### src/rtl/fir_serial_mac.sv
`default_nettype none
// ============================================================================
// Module   : fir_serial_mac
// Purpose  : Time-multiplexed signed FIR filter. A single multiplier-
//            accumulator is reused over all taps, one tap per clock, with
//            valid/ready handshakes and a round-half-up, saturating output.
// Options  : FIR_COEF_LOAD_EN - adds coef_we/coef_addr/coef_wdata ports and
//            makes the coefficient bank writable while the filter is idle.
// Revision : 1.0 - initial release
// ============================================================================
module fir_serial_mac #(
  parameter int DATA_W    = 10,
  parameter int COEF_W    = 12,
  parameter int TAPS      = 8,
  parameter int FRAC_BITS = 10,
  parameter logic [TAPS*COEF_W-1:0] COEF_INIT =
    {12'sd9, 12'sd49, 12'sd168, 12'sd286, 12'sd286, 12'sd168, 12'sd49, 12'sd9}
) (
  input  logic                     clk,
  input  logic                     reset_p,
`ifdef FIR_COEF_LOAD_EN
  input  logic                     coef_we,
  input  logic [5:0]               coef_addr,
  input  logic signed [COEF_W-1:0] coef_wdata,
`endif
  input  logic                     in_valid,
  output logic                     in_ready,
  input  logic signed [DATA_W-1:0] in_data,
  output logic                     out_valid,
  input  logic                     out_ready,
  output logic signed [DATA_W-1:0] out_data
);

  localparam int IDX_W  = $clog2(TAPS);
  localparam int PROD_W = DATA_W + COEF_W;
  localparam int ACC_W  = DATA_W + COEF_W + $clog2(TAPS);

  localparam logic [IDX_W-1:0] LAST_IDX = IDX_W'(TAPS - 1);
  // Half an LSB of the output, added before the arithmetic shift.
  localparam logic signed [ACC_W:0] RND = (ACC_W + 1)'(1 << (FRAC_BITS - 1));
  localparam logic signed [DATA_W-1:0] OUT_MAX = {1'b0, {(DATA_W-1){1'b1}}};
  localparam logic signed [DATA_W-1:0] OUT_MIN = {1'b1, {(DATA_W-1){1'b0}}};
  localparam logic signed [ACC_W:0]    SAT_HI  = (ACC_W + 1)'(OUT_MAX);
  localparam logic signed [ACC_W:0]    SAT_LO  = (ACC_W + 1)'(OUT_MIN);

  typedef enum logic [1:0] {
    IDLE = 2'd0,
    MAC  = 2'd1,
    OUT  = 2'd2
  } state_t;

  state_t state, state_next;

  logic signed [DATA_W-1:0] x [TAPS];
  logic signed [COEF_W-1:0] c [TAPS];
  logic signed [ACC_W-1:0]  acc;
  logic [IDX_W-1:0]         idx;

  logic                     accept;
  logic                     last_tap;
  logic signed [PROD_W-1:0] prod;
  logic signed [ACC_W-1:0]  sum;
  logic signed [ACC_W:0]    rounded;
  logic signed [ACC_W:0]    shifted;
  logic signed [DATA_W-1:0] sat;

  assign accept   = in_valid && in_ready;
  assign last_tap = (idx == LAST_IDX);
  assign prod     = x[idx] * c[idx];
  assign sum      = acc + ACC_W'(prod);
  // One extra bit so the rounding add can never wrap.
  assign rounded  = {sum[ACC_W-1], sum} + RND;
  assign shifted  = rounded >>> FRAC_BITS;

  // Clamp the rounded result into the output sample range.
  always_comb begin
    sat = shifted[DATA_W-1:0];
    if (shifted > SAT_HI) begin
      sat = OUT_MAX;
    end else if (shifted < SAT_LO) begin
      sat = OUT_MIN;
    end
  end

  // State register; reset aborts any computation in flight.
  always_ff @(posedge clk or posedge reset_p) begin
    if (reset_p) begin
      state <= IDLE;
    end else begin
      state <= state_next;
    end
  end

  // Next-state decode and the input-side handshake.
  always_comb begin
    state_next = state;
    in_ready   = 1'b0;
    case (state)
      IDLE: begin
        in_ready = !reset_p;
        if (in_valid && !reset_p) begin
          state_next = MAC;
        end
      end
      MAC: begin
        if (last_tap) begin
          state_next = OUT;
        end
      end
      OUT: begin
        if (out_ready) begin
          state_next = IDLE;
        end
      end
      default: state_next = IDLE;
    endcase
  end

  // Delay line: shifts only when a sample is accepted.
  always_ff @(posedge clk or posedge reset_p) begin
    if (reset_p) begin
      for (int i = 0; i < TAPS; i++) begin
        x[i] <= '0;
      end
    end else if (accept) begin
      x[0] <= in_data;
      for (int i = 1; i < TAPS; i++) begin
        x[i] <= x[i-1];
      end
    end
  end

  // Accumulator, tap counter and the held output result.
  always_ff @(posedge clk or posedge reset_p) begin
    if (reset_p) begin
      acc       <= '0;
      idx       <= '0;
      out_valid <= 1'b0;
      out_data  <= '0;
    end else begin
      case (state)
        IDLE: begin
          if (accept) begin
            acc <= '0;
            idx <= '0;
          end
        end
        MAC: begin
          acc <= sum;
          idx <= idx + 1'b1;
          if (last_tap) begin
            out_valid <= 1'b1;
            out_data  <= sat;
          end
        end
        OUT: begin
          if (out_ready) begin
            out_valid <= 1'b0;
          end
        end
        default: begin
          out_valid <= 1'b0;
        end
      endcase
    end
  end

`ifdef FIR_COEF_LOAD_EN
  logic coef_write;

  // Writes land only while idle and only for an existing tap.
  assign coef_write = coef_we && (state == IDLE) && ({1'b0, coef_addr} < 7'(TAPS));

  // Writable coefficient bank, restored to its initial contents on reset.
  always_ff @(posedge clk or posedge reset_p) begin
    if (reset_p) begin
      for (int i = 0; i < TAPS; i++) begin
        c[i] <= COEF_INIT[i*COEF_W +: COEF_W];
      end
    end else if (coef_write) begin
      c[coef_addr[IDX_W-1:0]] <= coef_wdata;
    end
  end
`else
  for (genvar gi = 0; gi < TAPS; gi++) begin : g_coef
    assign c[gi] = COEF_INIT[gi*COEF_W +: COEF_W];
  end
`endif

endmodule
`default_nettype wire

### config.mk
export PLATFORM = sky130hd
export DESIGN_NAME = fir_serial_mac
export DESIGN_NICKNAME = d
export VERILOG_FILES = /design/src/rtl/fir_serial_mac.sv
export SDC_FILE = /design/constraint.sdc
export NUM_CORES = 1
export LEC_CHECK = 0
export ABC_AREA = 0
export BUFFER_PORTS_ARGS = -buffer_cell sky130_fd_sc_hd__buf_2
export CAP_MARGIN = 10
export CORE_UTILIZATION = 50
export DETAILED_ROUTE_END_ITERATION = 8
export PLACE_DENSITY = 0.77
export SLEW_MARGIN = 20
export SYNTH_ARGS = -nofsm -noshare
export SYNTH_HDL_FRONTEND = slang
export SYNTH_SLANG_ARGS = --single-unit
### constraint.sdc
create_clock -name clk -period 9.6 [get_ports clk]
set_input_delay 0 -clock clk [delete_from_list [all_inputs] [get_ports clk]]
set_output_delay 0 -clock clk [all_outputs]
set_load 0.005 [all_outputs]
==> metrics.txt, run 1 <==
outcome=finished clean; post-detail-place hpwl=~15000 microns; Rows=around 50; post-synthesis mux area share=~15%; Core ar.=between 0.015 and 0.02 sq mm; ant diodes=0; max_slew headroom=29.5%; crit path time final=~9.0 ns; NumNets Final=1141; r2r startpoint=idx[0]; drt first pass iters=6; combinational family with the most area after synthesis=adder cells; period utilization=between 90 and 100%; layout cells sized above 1=approximately 20%; Yosys reg bits=about 120; final setup violation count=0; I/O Pins=26; Mapped Avg Cell Area=between 10 and 15 sq um; Compound-Gate Fraction of Synth Area=under 10%; Reg area=approximately 0.0030 sq mm; final hold viol count=0; final hold slack=around 0.34 ns; Synth Warn #=0; worst-margin pin slew=around 1.1 ns; xor/xnor share of the synthesized area=~2.7%; reg2reg end=out_data[6]; CTS tree=yes; Placement Cell Area=slightly above 0.01 sq mm; routability congestion estimate=just under 0.9; CTS Root Cell=clkbuf_16; crit end category=flip-flop; clock latency at the later pin of the worst-skew pair=roughly 0.42 ns; Die Wd=about 140 microns; Slew Limit Fails=0; Synth Net Count=about 1100; global-route wire length before repair=roughly 35000 microns; clock slew at reported path FFs=roughly 0.06 ns; Setup crit end=out_data[6]; worst-case reg-to-reg path depth=23; min-delay worst type=in -> reg; # resized after CTS=0; total track usage=22.4%; Worst Setup Start Kind=flip-flop; area of the die=slightly above 0.02 sq mm; Area Growth Syn to Fin=11.5%; Post-Synth Simple-Gate Area=around 10%; Starting Density=between 50% and 60%; Routed WL=20800 microns; sequential share of the synthesized area=30.7%; distinct cell type count after synthesis=65; Post-synth EDFFs=0; Num CTS Buffers=17; RSZ-0062 raised after global routing=false; maximum number of pins on one net before global-route repair=approximately 90; Worst Path Required=9.86 ns; antenna violation net count after detailed routing=0; Setup TNS Final=0 ns; CP Launch Point=idx[0]; vias in the first global route=slightly above 7000; ys async rst share=100%; Routed WL per cell=approximately 17 microns; gr ovfl total=0; routed vias=6834; Most used DFF post-synth=dfrtp_1; Crit Path Class=reg -> reg; initial antenna violation count=0; residual DRC count=0; Multi-input gate area=about 0.0061 sq mm; initial drt markers=373; Synth area leader=dfrtp_1; clock buffer depth=2; fmax=111 MHz; fin area=approximately 0.011 sq mm; Syn Std Cell Area=about 0.01 sq mm; Post-CTS Repair Setup Buffers=0; CTS H-tree lvls=4; die height=143 microns; largest cells by area after synthesis=dfrtp_1 31%, fa_1 13%, ha_1 12%; worst-path fanout max=18; maximum capacitance violations=0; share of the synthesized area in the top cell type=between 30% and 40%; clock skew=0.0111 ns; worst reg2reg setup slack=around 0.61 ns; Synth Instances=938; post-synthesis adder-cell area fraction=approximately 25%; fillers=~1600; IO buf count=25; via-per-instance ratio=5.48; # clock sinks=121; CP arrival=9.24 ns
## metrics by stage
step | util [%] | worst slack (ns) | cells
floorplan | - | 1.66 | 938
global placement | 52.9 | 0.919 | 1203
detailed placement | 52.9 | 0.774 | 1203
CTS | 56.8 | 0.690 | 1248
global route | 56.8 | 0.0334 | 1248
finish | 56.8 | 0.614 | 1248
## worst max-delay path: stages (launching register included)
cell and delay [ns]:
dfrtp_1 0.91, buf_4 0.33, mux4_2 0.52, mux2i_1 0.58, or2_2 0.26, fa_1 0.45, fa_1 0.54, inv_1 0.05
fa_1 0.51, fa_1 0.55, inv_1 0.05, fa_1 0.52, inv_1 0.04, ha_1 0.38, a21oi_1 0.26, o21ai_0 0.18
and2_1 0.20, a211o_1 0.27, nand4bb_1 0.44, nor4_2 0.48, mux2_1 0.36, o41a_1 0.47, a211oi_1 0.32, a211oi_1 0.13
## repair_timing
item                                   4_1_cts  5_1_grt
endpoints found under the hold margin       79        0
hold buffers                                13        0
setup endpoints to repair                    0        0
## synth_stat cells (9+ instances only)
cell        n
nor2_1     60
inv_1     145
ha_1       93
a211oi_1   21
a21oi_1    25
fa_1       64
nor2b_1    10
mux4_2     20
nand2_1    62
nand2b_1   12
xor2_1     14
mux2_2     82
xnor2_1    15
mux2i_1    14
dfrtp_1   121
o22ai_1    18
or2_2      11
clkbuf_1   27
nor3_1      9
o21ai_0    18
## cell usage in the layout (no fill, tap or decap), types with 6 or more instances in the layout
| cell type | netlist | routed |
|---|---|---|
| nor2b_1 | 10 | 10 |
| a21oi_1 | 25 | 25 |
| dfrtp_1 | 121 | 121 |
| and2_1 | 6 | 6 |
| fa_1 | 64 | 64 |
| a211oi_1 | 21 | 21 |
| mux4_2 | 20 | 20 |
| dlygate4sd3_1 | 0 | 13 |
| nand4_1 | 6 | 6 |
| nand2b_1 | 12 | 12 |
| inv_1 | 145 | 144 |
| mux2i_1 | 14 | 14 |
| o21ai_0 | 18 | 18 |
| buf_4 | 0 | 12 |
| mux2_2 | 82 | 82 |
| clkbuf_16 | 0 | 17 |
| nor2_1 | 60 | 60 |
| or2_2 | 11 | 11 |
| xor2_1 | 14 | 14 |
| xnor2_1 | 15 | 15 |
| nand2_1 | 62 | 62 |
| o31ai_1 | 6 | 6 |
| buf_2 | 5 | 25 |
| nor3_1 | 9 | 9 |
| ha_1 | 93 | 93 |
| o22ai_1 | 18 | 18 |
## registers in the layout, indices dropped and copies added, names as in the netlist
name / flops
x: 80
acc: 25
state: 2
out_valid: 1
idx: 3
out_data: 10
## worst min-delay path by stage
stage               startpoint  endpoint  slack [ns]  cells after the start
global placement    in_data[8]     x[78]        0.23                      2
global route        in_data[6]     x[76]        0.34                      3
floorplan              reset_p  in_ready        0.03                      1
CTS                 in_data[3]     x[73]        0.33                      3
finish              in_data[2]     x[72]        0.34                      3
detailed placement  in_data[7]     x[77]        0.24                      2
## metal layers
metal	track usage (%)	vias to the layer above	routed length, microns
met2	38.8	135	10600
met3	3.73	47	591
met1	27.7	3389	9000
li1	-	3263	-
met4	9.62	0	671
met5	0	-	0
## kinds of logic after synthesis
family | count (synthesis)
AO/OA/AOI/OAI | 129
XOR/XNOR | 30
adder cells (fa/ha/maj) | 157
buffers and inverters | 182
flip-flops | 121
multiplexers | 117
AND/OR/NAND/NOR | 202
## layout make-up
class	count	share of cell area (%)
inverter	145	4.97
tap	265	3.01
sequential	121	27.5
timing repair buffer	50	3.14
clock inverter	12	1.51
clock buffer	20	4.06
multi-input combinational	635	55.8
Power of run 1 is not shown: default switching activity piles up to over one toggle a cycle in this logic, so the estimate is an artifact.
==> run 2: changes to the inputs <==
ABC_CLOCK_PERIOD_IN_PS = 9600   (was not set)
BUFFER_PORTS_ARGS = -buffer_cell sky130_fd_sc_hd__buf_4   (was -buffer_cell sky130_fd_sc_hd__buf_2)
==> run 2 against run 1 <==
Effect of this change:
- non-clock buffer count down 1
- die area unchanged
- first-iteration DRC count grew 22%
- maximum frequency up 0.64%
- design area rose by 0.19%
- routed wire length shrank 1.0%
- cell count about the same
- clock-buffer cell count unchanged
- via count is 0.88% higher
- flip-flop and latch count did not move
- sequential share of layout area shrank 0.053 points
- critical endpoint is now out_data[3]
==> metrics.txt, run 2 (same netlist as run 1, synthesis figures left out) <==
Num CTS Buffers=17 (unchanged); Rows=51 (unchanged); period utilization=93.0% (-0.59 points); outcome=finished clean; max FFs per register=80 (unchanged); CP arrival=9.20 ns (-0.04 ns); CTS Root Cell=clkbuf_16; layout cells sized above 1=20.2% (+0.22 points); antenna violation net count after detailed routing=0 (unchanged); # resized after CTS=0 (unchanged); hold depth=4 (+1); Area Growth Syn to Fin=11.8%; ant diodes=0 (unchanged); Worst Path Required=9.87 ns (about the same); residual DRC count=0 (unchanged); clock buffer depth=2 (unchanged); Top Registers=x x80, acc x25, out_data x10; crit end category=flip-flop; Starting Density=50.9% (unchanged); worst-case reg-to-reg path depth=23 (unchanged); area of the die=0.0203 sq mm (unchanged); final hold slack=0.0139 ns (-0.331 ns); r2r startpoint=idx[0]; Largest Register=x; CTS tree=yes; min-delay worst type=in -> reg; gr ovfl total=0 (unchanged); Crit Path Class=reg -> reg; RSZ-0062 raised after global routing=false; vias in the first global route=7148 (+0.44%); Core ar.=0.0194 sq mm (unchanged); Routed WL=20600 microns (-1.0%); clock skew=0.0199 ns (+0.00880 ns); Worst Hold Path EP=state[0]; clock slew at reported path FFs=0.06 ns (about the same); total track usage=22.5% (+0.071 points); final hold viol count=0 (unchanged); pre-CTS setup slack=0.795 ns (+0.0216 ns); worst reg2reg setup slack=0.67 ns (+0.06 ns); worst-margin pin slew=1.07 ns (+0.0165 ns); maximum capacitance violations=0 (unchanged); die height=143 microns (unchanged); final setup violation count=0 (unchanged); drt first pass iters=7 (+1); I/O Pins=26 (unchanged); HP Start=in_valid; max_slew headroom=28.4% (-1.1 points); global-route wire length before repair=35300 microns (+0.55%); routability congestion estimate=0.950 (+6.1%); fin worst setup slack=0.671 ns (+0.0569 ns); worst-path fanout max=17 (-1); Worst Setup Start Kind=flip-flop; clock latency at the later pin of the worst-skew pair=0.43 ns (about the same); Die Wd=143 microns (unchanged); # clock sinks=121 (unchanged); fmax=112 MHz (+0.64%); routed vias=6894 (+0.88%); initial antenna violation count=0 (unchanged); maximum number of pins on one net before global-route repair=90 (+1.1%); NumNets Final=1140 (-0.088%); crit path time final=8.93 ns (-0.0569 ns); via-per-instance ratio=5.53 (+0.96%); CTS H-tree lvls=4 (unchanged); Routed WL per cell=16.5 microns (-0.95%); reg2reg end=out_data[3]; IO buf count=25 (unchanged); post-detail-place hpwl=15000 microns (-0.70%); Slew Limit Fails=0 (unchanged); leading cell type in the layout, fill and taps excluded=inv_1; initial drt markers=455 (+22%); most frequent cells in the layout=144 x inv_1, 121 x dfrtp_1, 93 x ha_1, 82 x mux2_2, 64 x fa_1; Setup TNS Final=0 ns (unchanged)
## run 2: changes by cell type in the layout (fill, tap and decap cells not counted), sizes merged
cell / delta
dlygate4sd3: -1
inv: -1
clkinvlp: +1
bufinv: -2
clkinv: +2
## run 2: worst max-delay path by stage
stage                     slack (ns)  cells after the start           to   start
after floorplan                 1.66                     28  out_data[0]  idx[1]
after global placement          0.99                     23  out_data[2]  idx[0]
after detailed placement        0.80                     23  out_data[5]  idx[0]
after CTS                       0.71                     23  out_data[3]  idx[0]
after global routing            0.12                     24  out_data[3]  idx[0]
final                           0.67                     23  out_data[3]  idx[0]
## run 2: cell type report
cell class              instances  area (sq um)
clock buffers                  20           467
clock inverters                12           115
fillers                      1626          8370
inverters                     145           547
multi-input cells             635          6140
flip-flops and latches        121          3030
well taps                     265           332
repair buffers                 49           398
## run 2: critical path, stage by stage, from the launching register on
cell	delay, ns
dfrtp_1	0.86
buf_4	0.34
mux4_2	0.52
mux2i_1	0.54
or2_2	0.27
fa_1	0.42
fa_1	0.54
inv_1	0.05
fa_1	0.50
fa_1	0.55
inv_1	0.06
fa_1	0.52
inv_1	0.04
ha_1	0.36
a21oi_1	0.24
o21ai_0	0.18
and2_1	0.21
a211o_1	0.27
nand4bb_1	0.43
nor4_2	0.50
mux2_1	0.36
o41a_1	0.47
a211oi_1	0.39
a211oi_1	0.14
## run 2: per-layer routing
layer	track usage, %	routed length [microns]
met5	0	0
met4	9.22	483
met3	4.17	738
met2	37.4	10200
met1	29.1	9190
## run 2: stage by stage
stage	utilization, %	instances	cell area, sq um
2_1_floorplan	-	938	9870
3_3_place_gp	53.2	1203	10300
3_5_place_dp	53.2	1203	10300
4_1_cts	56.9	1247	11000
5_1_grt	56.9	1247	11000
6_report	56.9	1247	11000
## run 2: what timing repair did
action,4_1_cts,5_1_grt
setup buffers,0,0
endpoints found under the setup margin,0,0
hold endpoints to repair,83,0
hold buffers,12,0
Power of run 2 is left out for the same reason.
==> run 3: changes to the inputs <==
ABC_AREA = 1   (was 0)
ABC_CLOCK_PERIOD_IN_PS = 8400   (was 9600)
clock period = 8.4 ns   (was 9.6 ns; I/O delays follow)
==> run 3 against run 2 <==
Effect of this change:
- sequential share of layout area decreased by 1.0 points
- setup slack better by 0.32 ns
- critical path depth grew 11
- clock-buffer cell count shrank 3
- cell count rose by 37%
- critical path type unchanged
- synthesized cell count up 49%
- area after synthesis up 4.4%
- first-iteration DRC count up 100%
- register-to-register slack better by 0.32 ns
- clock skew is 0.0073 ns lower
- utilization down 0.23 points
- largest cell class unchanged
==> metrics.txt, run 3 <==
Buf/Inv on CP=6 (+2); vias in the first global route=8714 (+22%); residual DRC count=0 (unchanged); IO buf count=25 (unchanged); Top delay family on crit path=adder cells; drt first pass iters=6 (-1); top post-synthesis cells by count=332 x nand2_1, 311 x inv_1, 128 x o21ai_0; fin area=0.0115 sq mm (+3.9%); fmax=135 MHz (+21%); final setup violation count=0 (unchanged); Die Wd=146 microns (+2.2%); max FFs per register=80 (unchanged); initial antenna violation count=0 (unchanged); leading cell type in the layout, fill and taps excluded=nand2_1; CTS H-tree lvls=4 (unchanged); CTS Root Cell=clkbuf_16; routed vias=8880 (+29%); sequential share of the synthesized area=29.4% (-1.3 points); via-per-instance ratio=5.20 (-5.9%); Core ar.=0.0202 sq mm (+4.3%); Routed WL per cell=14.8 microns (-11%); I/O Pins=26 (unchanged); worst reg2reg setup slack=0.99 ns (+0.32 ns); Area Growth Syn to Fin=11.2%; Slew Limit Fails=0 (unchanged); layout cells sized above 1=7.86% (-12 points); period utilization=88.2% (-4.8 points); Critical Path Stages=34 (+48%); cell with the most instances after synthesis=nand2_1; Placement Cell Area=0.0108 sq mm (+4.2%); Post-CTS Repair Setup Buffers=0 (unchanged); routability congestion estimate=0.954 (+0.46%); final hold viol count=0 (unchanged); worst-case reg-to-reg path depth=34 (+48%); Slowest Stage Delay on Critical Path=0.55 ns (-0.31 ns); Num CTS Buffers=17 (unchanged); clock slew at reported path FFs=0.07 ns (about the same); Yosys reg bits=121 (unchanged); worst-path fanout max=22 (+5); worst-margin pin slew=1.07 ns (-0.00361 ns); post-detail-place hpwl=18400 microns (+23%); most frequent cells in the layout=331 x nand2_1, 310 x inv_1, 128 x o21ai_0, 121 x dfrtp_1, 93 x ha_1; most used cell, CP=nand2_1; distinct cell type count after synthesis=37 (-43%); Starting Density=51.0% (+0.069 points); Crit-path slowest cell=fa_1; Setup TNS Final=0 ns (unchanged); clock buffer depth=2 (unchanged); Synth Warn #=0 (unchanged); ant diodes=0 (unchanged); Rows=52 (+2.0%); # resized after CTS=0 (unchanged); Synth Instances=1397 (+49%); Post-synth EDFFs=0 (unchanged); Synth Net Count=1568 (+41%); global-route wire length before repair=42900 microns (+22%); total track usage=25.6% (+3.0 points); NumNets Final=1595 (+40%); antenna violation net count after detailed routing=0 (unchanged); crit end category=flip-flop; maximum capacitance violations=0 (unchanged); Worst Setup Start Kind=flip-flop; Synth area leader=dfrtp_1; Top Registers=x x80, acc x25, out_data x10; r2r startpoint=idx[1]; initial drt markers=920 (+100%); Largest Register=x; Most used DFF post-synth=dfrtp_1; clock skew=0.0127 ns (-0.00726 ns); # hold bufs at CTS=12 (unchanged); area of the die=0.0212 sq mm (+4.4%); share of the synthesized area in the top cell type=29.4% (-1.3 points); maximum number of pins on one net before global-route repair=110 (+22%); max_slew headroom=28.4% (about the same); CP arrival=7.71 ns (-1.49 ns); Routed WL=25200 microns (+22%); gr ovfl total=0 (unchanged); largest cells by area after synthesis=dfrtp_1 29%, fa_1 12%, nand2_1 12%; CTS tree=yes; CP Launch Point=idx[1]; Worst Path Required=8.70 ns (-1.17 ns); Crit Path Class=reg -> reg; ys async rst share=100% (unchanged); outcome=finished clean; final hold slack=0.264 ns (+0.250 ns); # clock sinks=121 (unchanged); RSZ-0062 raised after global routing=false; hold depth=4 (unchanged); crit path time final=7.41 ns (-1.52 ns); clock latency at the later pin of the worst-skew pair=0.44 ns (about the same); HP Start=in_valid; min-delay worst type=in -> reg; Mapped Avg Cell Area=7.38 sq um (-30%); die height=146 microns (+2.2%); Syn Std Cell Area=0.0103 sq mm (+4.4%)
run 3: cell count changes after synthesis, sizes merged, moves of 12 or more:
cell,before,now
mux2,83,0
nand2,62,349
nand3,5,66
mux4,20,0
a21oi,26,63
mux2i,14,0
o21ai,22,130
a211oi,22,1
nor2,60,100
nand2b,12,0
inv,145,317
run 3: stage by stage:
stage / cells / worst slack, ns / utilization (%)
2_1_floorplan: 1397 / 1.64 / -
3_3_place_gp: 1663 / 1.22 / 53.2
3_5_place_dp: 1663 / 1.11 / 53.2
4_1_cts: 1707 / 1.08 / 56.6
5_1_grt: 1707 / 0.360 / 56.6
6_report: 1707 / 0.993 / 56.6
run 3: worst paths after layout:
path	to
max	out_data[4]
min	state[0]
max reg2reg	out_data[4]
min reg2reg	x[19]
max in group asynchronous	x[39]
min in group asynchronous	acc[10]
run 3: layout make-up:
cell class	count	area, sq um
clock buffers	17	425
clock inverters	15	151
fillers	1815	8770
inverters	320	1200
multi-input cells	918	5940
flip-flops and latches	121	3030
well taps	270	338
repair buffers	46	375
run 3: metal layers:
metal | part of all wire [%] | up-vias | global-route usage [%]
met1 | 46 | 4165 | 36.2
li1 | - | 4341 | -
met2 | 44 | 315 | 39.3
met3 | 7.1 | 59 | 4.17
met5 | 0 | - | 0
met4 | 2.7 | 0 | 9.84
run 3: kinds of logic after synthesis:
kind of cell,count (synthesis),share of synthesized area (%)
adder cells (fa/ha/maj),157,23.7
XOR/XNOR,13,1.10
AO/OA/AOI/OAI,214,11.1
AND/OR/NAND/NOR,534,21.6
buffers and inverters,358,13.1
flip-flops,121,29.4
run 3: worst reg2reg max path: cells and delay by family, from the launching register on:
family	cells	cell delay, ns
adders and majority gates	8	3.45
buffers and inverters	6	0.86
and+or+nand+nor	17	1.96
AOI/OAI and AO/OA	3	0.64
DFF	1	0.37
Power of run 3 is left out for the same reason.
